`config.mk`:
```
export PLATFORM = sky130hd
export DESIGN_NAME = holy_lsu
export DESIGN_NICKNAME = d
export VERILOG_FILES = /design/src/rtl/holy_lsu.sv
export SDC_FILE = /design/constraint.sdc
export NUM_CORES = 1
export LEC_CHECK = 0
export BUFFER_PORTS_ARGS = -buffer_cell sky130_fd_sc_hd__buf_2
export CAP_MARGIN = 5
export CORE_ASPECT_RATIO = 0.5
export CORE_MARGIN = 2
export CORE_UTILIZATION = 49
export CTS_CLUSTER_SIZE = 28
export DETAILED_ROUTE_END_ITERATION = 16
export PLACE_DENSITY_LB_ADDON = 0.05
export SETUP_SLACK_MARGIN = 0.05
export SYNTH_ARGS = -nofsm -noshare
export SYNTH_HDL_FRONTEND = slang
export SYNTH_SLANG_ARGS = --single-unit
```
`constraint.sdc`:
```
create_clock -name clk -period 2.62 [get_ports clk]
set_clock_uncertainty 0.15 [all_clocks]
set_input_delay 0.262 -clock clk [delete_from_list [all_inputs] [get_ports clk]]
set_output_delay 0.262 -clock clk [all_outputs]
set_load 0.005 [all_outputs]
```
`src/rtl/holy_lsu.sv`:
```
// holy_lsu: load/store responder driving a word-addressed, byte-strobed request/grant/response bus.
// Optional bus-timeout fault is enabled by defining LSU_TIMEOUT_EN.
module holy_lsu #(
    parameter int TIMEOUT_CYCLES = 255,
    parameter int ADDR_W         = 32
) (
    input  logic              clk,
    input  logic              rst_n,
    input  logic              req_read,
    input  logic              req_write,
    input  logic [2:0]        func3,
    input  logic [ADDR_W-1:0] addr,
    input  logic [31:0]       wdata,
    output logic [31:0]       rdata,
    output logic              done,
    output logic              stall,
    output logic              fault,
    output logic [1:0]        fault_cause,
    output logic              mem_req,
    output logic              mem_we,
    output logic [ADDR_W-1:0] mem_addr,
    output logic [31:0]       mem_wdata,
    output logic [3:0]        mem_wstrb,
    input  logic              mem_gnt,
    input  logic              mem_rvalid,
    input  logic [31:0]       mem_rdata
);

    typedef enum logic [1:0] {S_IDLE, S_REQ, S_WAIT, S_DONE} state_t;

    state_t     state, state_next;
    logic [2:0] func3_q;
    logic [1:0] off_q;
    logic       accept;
    logic       load_fire;
    logic       size_bad;
    logic       misaligned;
    logic       timeout_hit;

    function automatic logic [31:0] extract(input logic [31:0] word, input logic [1:0] off,
                                            input logic [2:0] f3);
        logic [31:0] sh;
        sh = word >> {off, 3'b000};
        case (f3)
            3'd0:    return {{24{sh[7]}}, sh[7:0]};
            3'd4:    return {24'b0, sh[7:0]};
            3'd1:    return {{16{sh[15]}}, sh[15:0]};
            3'd5:    return {16'b0, sh[15:0]};
            default: return word;
        endcase
    endfunction

    // Loads accept B/H/W/BU/HU; stores accept only B/H/W.
    assign size_bad = req_read ? !(func3 inside {3'd0, 3'd1, 3'd2, 3'd4, 3'd5})
                               : !(func3 inside {3'd0, 3'd1, 3'd2});
    assign misaligned = ((func3[1:0] == 2'd1) && addr[0]) ||
                        ((func3[1:0] == 2'd2) && (addr[1:0] != 2'b00));

`ifdef LSU_TIMEOUT_EN
    localparam int CNT_W = $clog2(TIMEOUT_CYCLES + 1);
    logic [CNT_W-1:0] tcnt;

    always_ff @(posedge clk or negedge rst_n) begin
        if (!rst_n)
            tcnt <= '0;
        else if (accept)
            tcnt <= '0;
        else if (state == S_REQ || state == S_WAIT)
            tcnt <= tcnt + 1'b1;
    end

    // Fires on the last permitted REQ/WAIT cycle when the awaited handshake is still missing.
    assign timeout_hit = (tcnt == CNT_W'(TIMEOUT_CYCLES - 1)) &&
                         ((state == S_REQ && !mem_gnt) || (state == S_WAIT && !mem_rvalid));
`else
    logic unused_timeout;
    assign unused_timeout = |TIMEOUT_CYCLES;
    assign timeout_hit    = 1'b0;
`endif

    always_comb begin
        // NOTE: every output of this block gets a default first so no path can infer a latch.
        state_next  = state;
        stall       = 1'b0;
        fault       = 1'b0;
        fault_cause = 2'b00;
        mem_req     = 1'b0;
        done        = 1'b0;
        accept      = 1'b0;
        load_fire   = 1'b0;
        case (state)
            S_IDLE: begin
                if (req_read || req_write) begin
                    if ((req_read && req_write) || size_bad) begin
                        fault       = 1'b1;
                        fault_cause = 2'b10;
                    end else if (misaligned) begin
                        fault       = 1'b1;
                        fault_cause = 2'b01;
                    end else begin
                        stall      = 1'b1;
                        accept     = 1'b1;
                        state_next = S_REQ;
                    end
                end
            end
            S_REQ: begin
                if (timeout_hit) begin
                    fault       = 1'b1;
                    fault_cause = 2'b11;
                    state_next  = S_IDLE;
                end else begin
                    mem_req = 1'b1;
                    stall   = 1'b1;
                    if (mem_gnt) begin
                        if (mem_we || mem_rvalid) state_next = S_DONE;
                        else                      state_next = S_WAIT;
                        load_fire = !mem_we && mem_rvalid;
                    end
                end
            end
            S_WAIT: begin
                if (timeout_hit) begin
                    fault       = 1'b1;
                    fault_cause = 2'b11;
                    state_next  = S_IDLE;
                end else begin
                    stall = 1'b1;
                    if (mem_rvalid) begin
                        load_fire  = 1'b1;
                        state_next = S_DONE;
                    end
                end
            end
            S_DONE: begin
                done       = 1'b1;
                state_next = S_IDLE;
            end
            default: state_next = S_IDLE;
        endcase
    end

    always_ff @(posedge clk or negedge rst_n) begin
        // NOTE: sequential state uses non-blocking assignments so every register samples pre-edge values.
        if (!rst_n) begin
            state     <= S_IDLE;
            func3_q   <= 3'd0;
            off_q     <= 2'd0;
            mem_we    <= 1'b0;
            mem_addr  <= '0;
            mem_wdata <= 32'd0;
            mem_wstrb <= 4'd0;
            rdata     <= 32'd0;
        end else begin
            state <= state_next;
            if (accept) begin
                func3_q  <= func3;
                off_q    <= addr[1:0];
                mem_we   <= req_write;
                mem_addr <= {addr[ADDR_W-1:2], 2'b00};
                if (req_write) begin
                    case (func3[1:0])
                        2'd0: begin
                            mem_wdata <= {4{wdata[7:0]}};
                            mem_wstrb <= 4'b0001 << addr[1:0];
                        end
                        2'd1: begin
                            mem_wdata <= {2{wdata[15:0]}};
                            mem_wstrb <= 4'b0011 << addr[1:0];
                        end
                        default: begin
                            mem_wdata <= wdata;
                            mem_wstrb <= 4'b1111;
                        end
                    endcase
                end else begin
                    mem_wdata <= 32'd0;
                    mem_wstrb <= 4'd0;
                end
            end
            if (load_fire)
                rdata <= extract(mem_rdata, off_q, func3_q);
        end
    end

endmodule

```
==> summary.txt, run 1 <==
Setup path
  – Crit path cell chain: inv_1 > ha_1 > o21ai_1 > nor3_2 > clkbuf_16 > o21ba_2 > buf_2
  – Critical Path Slowest Stage Cell: dfrtp_1
  – Worst Setup SP: state[0]$_DFFE_PN0P_
  – Worst Path Arrival: 2030 ps
  – Worst Setup End Kind: output pin
  – Crit path kind: flop to output pin
  – CP Buf/Inv Count: 3
  – Worst Path Required: 2210 ps
  – Worst-path fanout max: 13
  – Startpoint Class: flop
  – Crit path largest cell delay: 410 ps
  – Top Family by Delay on Critical Path: buffers and inverters
  – R2r startpoint: state[1]$_DFFE_PN0P_

Power
  – Clk pwr share: 19.1%
  – Worst ir drop on vdd: 0.000464 V
  – Logic pwr share: roughly 41%
  – Register share of total power: 39.7%
  – Internal: 4750 uW
  – Net Sw Frac: 35.0%
  – Net switching power: 2560 uW
  – PD cells: 1020 mW/mm2
  – Leakage: 0.00358 uW

Synthesis
  – Synth Register Bits: 106
  – Top FF cell, synth: dfrtp_1
  – Count of cell types in the netlist: 38
  – Fraction of registers with async set/reset: 100%
  – Mapped Area: between 0.005 and 0.006 mm2
  – Count leader, synth: dfrtp_1
  – Number of synthesis warnings: 0
  – Post-synth top cells: 106 x dfrtp_1, 67 x nand2_1, 53 x mux2_2, 46 x mux2i_1, 46 x o21ai_0
  – Area contributors post-synth: dfrtp_1 49%, mux2_2 11%, mux2i_1 8.6%, nand2_1 4.7%, o21ai_0 4.3%
  – Leading area contributor after synthesis: dfrtp_1
  – Cells after Synth: 524
  – Register area share after synthesis: 49.3%
  – Mean Syn Cell Area: ~10 um2
  – Post-synth EDFFs: 0
  – Share of the synthesized area in the top cell type: 49.3%

Global routing
  – First-pass GRT wire length: about 24000 um
  – Vias in the first global route: 4717
  – GRT Total Usage: between 20 and 30%
  – GR Layer Usage met3: 7.45%
  – Largest net degree at the start of global routing: between 50 and 60
  – Global route total overflow: 0
  – GR met1 Demand/Resource: 30.8%
  – GRT busiest layer: met2
  – Met2 usage: 45.2%
  – Antenna violations before repair: 2

CTS
  – Clock sink total: 106
  – Worst-skew pair later-pin latency: 340 ps
  – Clock Pin Slew Worst Setup and Hold Paths: approximately 60 ps
  – Total CTS buffers: 9
  – CTS tree: yes
  – Htree depth: 3
  – Clk Tree Root Cell: clkbuf_16
  – CTS Buffer Depth: 2

Run status
  – Status: complete, no violations

Placement
  – Placed cells: approximately 850
  – Port Buffers: 209
  – Final Wtd Congestion: 0.835
  – Dpl ws: 245 ps
  – Detailed placer's ending HPWL: 10400 um

STA
  – Worst-Margin Slew: just over 600 ps
  – Fmax: 410 MHz
  – Final Cycle Share: between 90 and 100%
  – Pins over their slew limit: 0
  – Slew headroom: 58.6%
  – Fin. Hold Viols: 0
  – Crit path time final: 2440 ps
  – RSZ-0062 raised after global routing: no
  – Final setup vio count: 0
  – Setup TNS: 0 ps
  – Fin worst setup slack: roughly 180 ps
  – Min Hold Slack: 7.90 ps

Floorplanning
  – Effective utilization at floorplan: 51.5%
  – Die Ht: 78.1 um
  – Total die area: between 0.01 and 0.015 mm2
  – Die width: 152 um
  – Core Area: between 0.01 and 0.015 mm2
  – I/O pins: 212
  – Placement Rows: 26

Drt
  – Post-route DRC: 0
  – Vias per cell: 5.27
  – Drt first pass iters: 5
  – Wire length per cell: 16.6 um
  – Via count: between 4000 and 5000
  – Routed wire length: about 15000 um
  – Detailed Route Iter0 Violations: 206
  – Antenna-violating nets left: 0

Worst hold path
  – Worst hold path class: input pin to flop
  – Hold Crit Start: addr[28]

Layout
  – Area delta synth->final: 33.8%
  – Final #Nets: approximately 860
  – Share of cells above drive strength 1: 39.3%
  – Fill cells: 879
  – Final cell count without fillers: 899

Job
  – Number of max-cap violations: 0
## per-stage QoR
stage / cell area [um2] / utilization [%] / power (uW)
6_report: 7200 / 68.9 / 7310
5_1_grt: 7200 / 68.9 / 7860
4_1_cts: 7160 / 68.6 / 7340
3_5_place_dp: 6590 / 63.1 / 5890
3_3_place_gp: 6590 / 63.1 / 5790
2_1_floorplan: 5380 / - / 4550
## layout make-up
cell class / instances / area [um2] / share of cell area [%]
diodes: 1 / 2.50 / 0.0348
clock buffers: 12 / 256 / 3.56
clock inverters: 4 / 48.8 / 0.678
inverters: 23 / 86.3 / 1.20
multi-input cells: 360 / 2470 / 34.3
flip-flops and latches: 106 / 2650 / 36.9
well taps: 140 / 175 / 2.43
repair buffers: 253 / 1510 / 20.9
## logic make-up after synthesis
| logic type | Yosys count | share of synthesized area [%] |
|---|---|---|
| compound gates | 83 | 9.21 |
| fa+ha+maj | 4 | 0.930 |
| buf+inv | 59 | 5.00 |
| flops | 106 | 49.3 |
| mux | 100 | 20.1 |
| other cells | 1 | 0.0697 |
| simple gates | 171 | 15.4 |
## cells in the final DEF (no fill, tap or decap), types with 2 or more instances in the layout
cell type and n:
a21boi_0 8, nand2b_1 10, buf_2 208, buf_12 3, nor3_2 2, o22ai_1 2
nor2b_1 13, nor3b_1 11, a21oi_1 10, nand2_1 67, conb_1 2, a211oi_1 9
dfrtp_1 106, and2_1 6, clkbuf_8 2, mux2i_1 46, o31a_1 2, inv_1 23
mux2_2 53, o21ai_0 45, clkbuf_16 10, nor2_1 23, dlygate4sd3_1 28, buf_4 12
nand3_1 33, ha_1 4, clkinv_2 2
## metal layers
layer	vias up	routed length [um]
met3	17	1100
met1	2284	6310
met4	2	202
met2	169	7290
li1	2262	-
met5	-	5
## final timing paths
kind / endpoint / slack [ps] / cells past startpoint
worst max-delay path: stall / 180 / 7
worst min-delay path: mem_addr[28]$_DFFE_PN0P_ / 8 / 2
worst max register to register: rdata[23]$_DFFE_PN0P_ / 330 / 6
worst min register to register: rdata[2]$_DFFE_PN0P_ / 320 / 2
min in group asynchronous: rdata[24]$_DFFE_PN0P_ / 270 / 2
max in group asynchronous: mem_addr[30]$_DFFE_PN0P_ / 1400 / 3
## power by group through the flow
stage / sequential [uW] / clock [uW] / combinational, uW
2_1_floorplan: 2890 / 0 / 1660
4_1_cts: 2890 / 1430 / 3020
3_3_place_gp: 2890 / 0 / 2900
3_5_place_dp: 2910 / 0 / 2980
6_report: 2900 / 1400 / 3010
5_1_grt: 3020 / 1500 / 3340
## timing repair
item | in CTS | in global routing
hold buffers | 27 | 1
endpoints found under the setup margin | 0 | 1
resized for setup | 0 | 2
buffers inserted | 0 | 1
hold endpoints to repair | 58 | 1
## flip-flops by register name, summed over array words and instances (netlist names)
register	flops
rdata	32
mem_wdata	32
mem_wstrb	4
mem_we	1
mem_addr	30
func3_q	3
state	2
off_q	2
No activity file was read; power rests on OpenSTA's default activity.
==> run 2, diff against run 1 <==
--- a/config.mk
+++ b/config.mk
@@ -9,7 +9,7 @@
 export CAP_MARGIN = 5
 export CORE_ASPECT_RATIO = 0.5
 export CORE_MARGIN = 2
-export CORE_UTILIZATION = 49
+export CORE_UTILIZATION = 25
 export CTS_CLUSTER_SIZE = 28
 export DETAILED_ROUTE_END_ITERATION = 16
 export PLACE_DENSITY_LB_ADDON = 0.05
==> run 2 against run 1 <==
- register-to-register slack lost 20 ps
- first-iteration DRC count down 5.8%
- hold slack improved by 24 ps
- sequential share of layout area decreased by 1.3 points
- die area rose by 92%
- critical path type unchanged
- highest routed layer is now met4
==> summary.txt, run 2 (synthesis results as in run 1) <==
Floorplanning
  – Effective utilization at floorplan: 25.8%
  – Core Area: approximately 0.021 mm2
  – I/O pins: 212
  – Total die area: approximately 0.023 mm2
  – Die Ht: 108 um
  – Die width: 211 um
  – Placement Rows: 37

CTS
  – CTS tree: yes
  – Htree depth: 3
  – Clock sink total: around 110
  – CTS Buffer Depth: 2
  – Clk Tree Root Cell: clkbuf_16
  – Clock Pin Slew Worst Setup and Hold Paths: roughly 80 ps
  – Worst-skew pair later-pin latency: roughly 360 ps
  – Total CTS buffers: 9

Power
  – Worst ir drop on vdd: approximately 0.0004 V
  – Leakage: 0.00363 uW
  – Final Power: 7450 uW
  – PD cells: 998 mW/mm2

Layout
  – Fin util: 35.8%
  – Most frequent cells in the layout: 208 x buf_2, 106 x dfrtp_1, 67 x nand2_1
  – Final instance area: around 0.0075 mm2
  – Share of cells above drive strength 1: 39.8%
  – Commonest non-fill, non-tap cell in the layout: buf_2
  – Fill cells: 2199
  – FF/Latch Area: 0.00265 mm2
  – Area delta synth->final: 38.8%
  – Final #Nets: 871
  – Multi-input gate area in the final layout: 0.00247 mm2
  – Top flop regs: mem_wdata (32), rdata (32), mem_addr (30)

Drt
  – Routed wire length: 17700 um
  – Antenna-violating nets left: 0
  – Vias per cell: ~4.4
  – Detailed Route Iter0 Violations: 194
  – Wire length per cell: between 15 and 20 um
  – Drt first pass iters: 5
  – Post-route DRC: 0
  – Via count: 4623

Global routing
  – Vias in the first global route: between 4000 and 5000
  – Global route total overflow: 0
  – Largest net degree at the start of global routing: 52
  – First-pass GRT wire length: 27100 um
  – Antenna violations before repair: 0
  – GRT Total Usage: between 10% and 20%

Setup path
  – Worst Setup End Kind: output pin
  – Worst Path Required: 2210 ps
  – Worst-path fanout max: 5
  – Crit path kind: flop to output pin
  – Worst Path Arrival: 1950 ps
  – Startpoint Class: flop

Placement
  – Detailed placer's ending HPWL: 12700 um
  – Placement Cell Area: about 0.0068 mm2
  – Port Buffers: around 210
  – Final Wtd Congestion: 0.720

STA
  – Fmax: ~420 MHz
  – RSZ-0062 raised after global routing: no
  – Crit path time final: 2360 ps
  – Fin. Hold Viols: 0
  – Worst-Margin Slew: 704 ps
  – Final setup vio count: 0
  – Slew headroom: 53.1%
  – Final Cycle Share: 90.2%
  – Setup TNS: 0 ps
  – Pins over their slew limit: 0

Run status
  – Status: complete, no violations

Worst hold path
  – Worst hold path class: input pin to flop

Job
  – Number of max-cap violations: 0
-- run 2: cell types whose count changed in the layout (fill, tap and decap cells not counted), moves of 2 or more --
cell,previous run,this run
buf_4,12,16
dlygate4sd3_1,28,32
clkbuf_8,2,0
buf_12,3,5
-- run 2: worst max-delay path: stages (launching register included) --
cell	delay, ps
dfrtp_1	420
inv_1	130
ha_2	240
o21ai_1	140
nor3_2	300
buf_12	140
o21ba_2	120
buf_2	100
-- run 2: area by class of cell --
class	count	share of cell area (%)
Sequential cell	106	35.5
Multi-Input combinational cell	360	33.1
Timing Repair Buffer	262	21.6
Tap cell	273	4.57
Clock buffer	9	3.02
Inverter	23	1.16
Clock inverter	7	1.02
Antenna cell	1	0.0335
-- run 2: routing by layer --
| layer | share of wire, % | vias up | routed length (um) | global-route usage (%) |
|---|---|---|---|---|
| met3 | 5.3 | 10 | 930 | 4.96 |
| met4 | 0.75 | 0 | 133 | 2.72 |
| met5 | 0 | - | 0 | 0 |
| met2 | 49 | 98 | 8670 | 26.9 |
| li1 | - | 2268 | - | - |
| met1 | 45 | 2247 | 7930 | 19.7 |
-- run 2: worst paths after layout --
check                                          start                       end  slack, ps  depth (start not counted)
worst max-delay path            state[0]$_DFFE_PN0P_                     stall        260                          7
worst min-delay path                   mem_rdata[28]     rdata[28]$_DFFE_PN0P_         30                          3
worst max register to register  state[0]$_DFFE_PN0P_  mem_addr[14]$_DFFE_PN0P_        310                          8
worst min register to register  rdata[3]$_DFFE_PN0P_      rdata[3]$_DFFE_PN0P_        330                          2
max in group asynchronous                      rst_n    func3_q[0]$_DFFE_PN0P_       1290                          3
min in group asynchronous                      rst_n      rdata[6]$_DFFE_PN0P_        320                          2
-- run 2: through the flow --
stage               setup slack [ps]  cells  hold WS, ps
detailed placement               244    988          227
global placement                 294    988          217
global route                     118   1040         34.4
CTS                              108   1038         19.1
finish                           257   1041         31.6
floorplan                        525    525         -184
-- run 2: where the power goes --
group          leakage, uW  total (uW)  internal (uW)  switching [uW]
logic              0.00217        3100           1580            1520
registers          0.00131        2910           2420             493
clock network     0.000148        1440            752             692
total              0.00363        7450           4750            2700
-- run 2: timing repair --
action / in CTS / in global routing
setup endpoints to repair: 1 / 1
endpoints found under the hold margin: 79 / 0
cloned: 1 / 0
resized for setup: 1 / 1
pin swaps: 1 / 1
hold buffers: 32 / 0
buffers inserted: 1 / 2
==> run 3, diff against run 2 <==
--- a/config.mk
+++ b/config.mk
@@ -12,6 +12,7 @@
 export CORE_UTILIZATION = 25
 export CTS_CLUSTER_SIZE = 28
 export DETAILED_ROUTE_END_ITERATION = 16
+export GPL_TIMING_DRIVEN = 0
 export PLACE_DENSITY_LB_ADDON = 0.05
 export SETUP_SLACK_MARGIN = 0.05
 export SYNTH_ARGS = -nofsm -noshare
==> constraint.sdc (replaced) <==
create_clock -name clk -period 2.62 [get_ports clk]
set_clock_uncertainty 0.15 [all_clocks]
set_input_delay 0.524 -clock clk [delete_from_list [all_inputs] [get_ports clk]]
set_output_delay 0.524 -clock clk [all_outputs]
set_load 0.005 [all_outputs]
==> run 3 against run 2 <==
- sequential power down 3%
- cell area down 3.7%
- via count up 1.2%
- maximum frequency down 3.7%
- combinational power up 4%
- hold slack better by 210 ps
- largest power group unchanged
- power down 1.0%
==> summary.txt, run 3 (synthesis results as in run 1) <==
Run status
  – Status: complete, no violations

CTS
  – Clk Tree Root Cell: clkbuf_16
  – Worst-skew pair later-pin latency: between 300 and 400 ps
  – CTS tree: yes
  – CTS Buffer Depth: 2
  – Clock Pin Slew Worst Setup and Hold Paths: 80 ps
  – Clock sink total: 106
  – Htree depth: 3
  – Total CTS buffers: 9

Setup path
  – Flop2flop setup slack: 320 ps
  – Startpoint Class: flop
  – R2r worst-path depth: 7
  – Critical Path Slowest Stage Cell: dfrtp_1
  – Crit path largest cell delay: 410 ps
  – Worst-path fanout max: 5
  – Worst Setup End Kind: output pin
  – Crit path cell chain: inv_2 > ha_4 > o21ai_2 > nor3_2 > buf_4 > buf_12 > o21ba_2 > buf_2
  – Crit path to: stall
  – Worst Path Arrival: 1780 ps
  – Reg-to-reg endpoint: rdata[31]$_DFFE_PN0P_
  – Worst Path Required: 1950 ps
  – Crit path kind: flop to output pin
  – Worst Setup SP: state[0]$_DFFE_PN0P_
  – R2r startpoint: state[0]$_DFFE_PN0P_

Drt
  – Antenna-violating nets left: 0
  – Drt first pass iters: 4
  – Routed wire length: 17800 um
  – Vias per cell: roughly 4.5
  – Via count: about 4700
  – Post-route DRC: 0
  – Wire length per cell: 17.2 um
  – Detailed Route Iter0 Violations: 158

STA
  – RSZ-0062 raised after global routing: no
  – Worst-Margin Slew: around 720 ps
  – Fmax: 408 MHz
  – Crit path time final: 2450 ps
  – Final setup vio count: 0
  – Fin. Hold Viols: 0
  – Setup TNS: 0 ps
  – Slew headroom: 51.6%
  – Final Cycle Share: 93.7%
  – Pins over their slew limit: 0

Layout
  – Area delta synth->final: 33.7%
  – Commonest non-fill, non-tap cell in the layout: buf_2
  – Final #Nets: between 800 and 900
  – Most frequent cells in the layout: 215 x buf_2, 106 x dfrtp_1, 67 x nand2_1
  – Top flop regs: mem_wdata (32), rdata (32), mem_addr (30)
  – Fin util: 34.5%
  – Antenna diodes: 0
  – Share of cells above drive strength 1: between 40 and 50%
  – Final cell count without fillers: between 1000 and 1500
  – Final instance area: just over 0.007 mm2

Floorplanning
  – Effective utilization at floorplan: roughly 26%
  – Core Area: 0.0208 mm2
  – I/O pins: 212
  – Total die area: 0.0228 mm2
  – Die Ht: 108 um
  – Die width: roughly 210 um
  – Placement Rows: 37

Global routing
  – Global route total overflow: 0
  – Antenna violations before repair: 2
  – GRT Total Usage: around 16%
  – Vias in the first global route: roughly 4800
  – First-pass GRT wire length: 27100 um
  – Largest net degree at the start of global routing: 74

Placement
  – Detailed placer's ending HPWL: between 10000 and 15000 um
  – Final Wtd Congestion: 0.723
  – Port Buffers: approximately 210
  – Placement Cell Area: approximately 0.007 mm2
  – Placed cells: 1008

Power
  – Final Power: 7380 uW
  – PD cells: between 1000 and 1500 mW/mm2
  – Worst ir drop on vdd: 0.000330 V
  – Leakage: 0.00352 uW

Worst hold path
  – Worst hold path class: input pin to flop

Job
  – Number of max-cap violations: 0
[run 3: worst min-delay path by stage]
stage,from,end,slack [ps],cells after the start
3_3_place_gp,rdata[1]$_DFFE_PN0P_,rdata[1]$_DFFE_PN0P_,310,2
3_5_place_dp,rst_n,rdata[6]$_DFFE_PN0P_,290,1
4_1_cts,addr[25],mem_addr[25]$_DFFE_PN0P_,210,2
2_1_floorplan,rst_n,func3_q[0]$_DFFE_PN0P_,80,0
6_report,addr[23],mem_addr[23]$_DFFE_PN0P_,240,2
5_1_grt,addr[9],mem_addr[9]$_DFFE_PN0P_,220,2
[run 3: timing repair]
item	CTS	global route
buffers inserted	3	4
endpoints found under the setup margin	1	20
hold buffers	1	0
hold endpoints to repair	33	0
pin swaps	1	1
resized for setup	10	4
[run 3: power breakdown]
part           leakage [uW]  switching [uW]  internal, uW  total, uW
clock network      0.000137             692           655       1350
logic               0.00207            1630          1580       3210
registers           0.00131             400          2420       2820
[run 3: metrics by stage]
step	setup WS (ps)	hold slack (ps)
2_1_floorplan	286	78.4
3_5_place_dp	-171	295
5_1_grt	44.4	220
3_3_place_gp	-696	313
6_report	166	237
4_1_cts	24.6	214
[run 3: area by class of cell]
type,count,area (um2)
repair buffers,218,1140
plain buffers,36,199
fillers,2231,13600
clock buffers,9,225
flip-flops and latches,106,2650
clock inverters,7,52.6
well taps,273,342
multi-input cells,360,2490
inverters,23,86.3
[run 3: worst max-delay path, delay by kind of cell, from the launching register on]
family | cells | cell delay, ps
AND/OR/NAND/NOR | 1 | 210
adder cells (fa/ha/maj) | 1 | 160
buffers and inverters | 4 | 440
flip-flops | 1 | 410
AO/OA/AOI/OAI | 2 | 190
[run 3: layer usage]
layer,GRT usage (%),wire length (um)
met2,25.7,8290
met5,0,11
met3,4.96,1010
met4,4.43,209
met1,20.7,8260
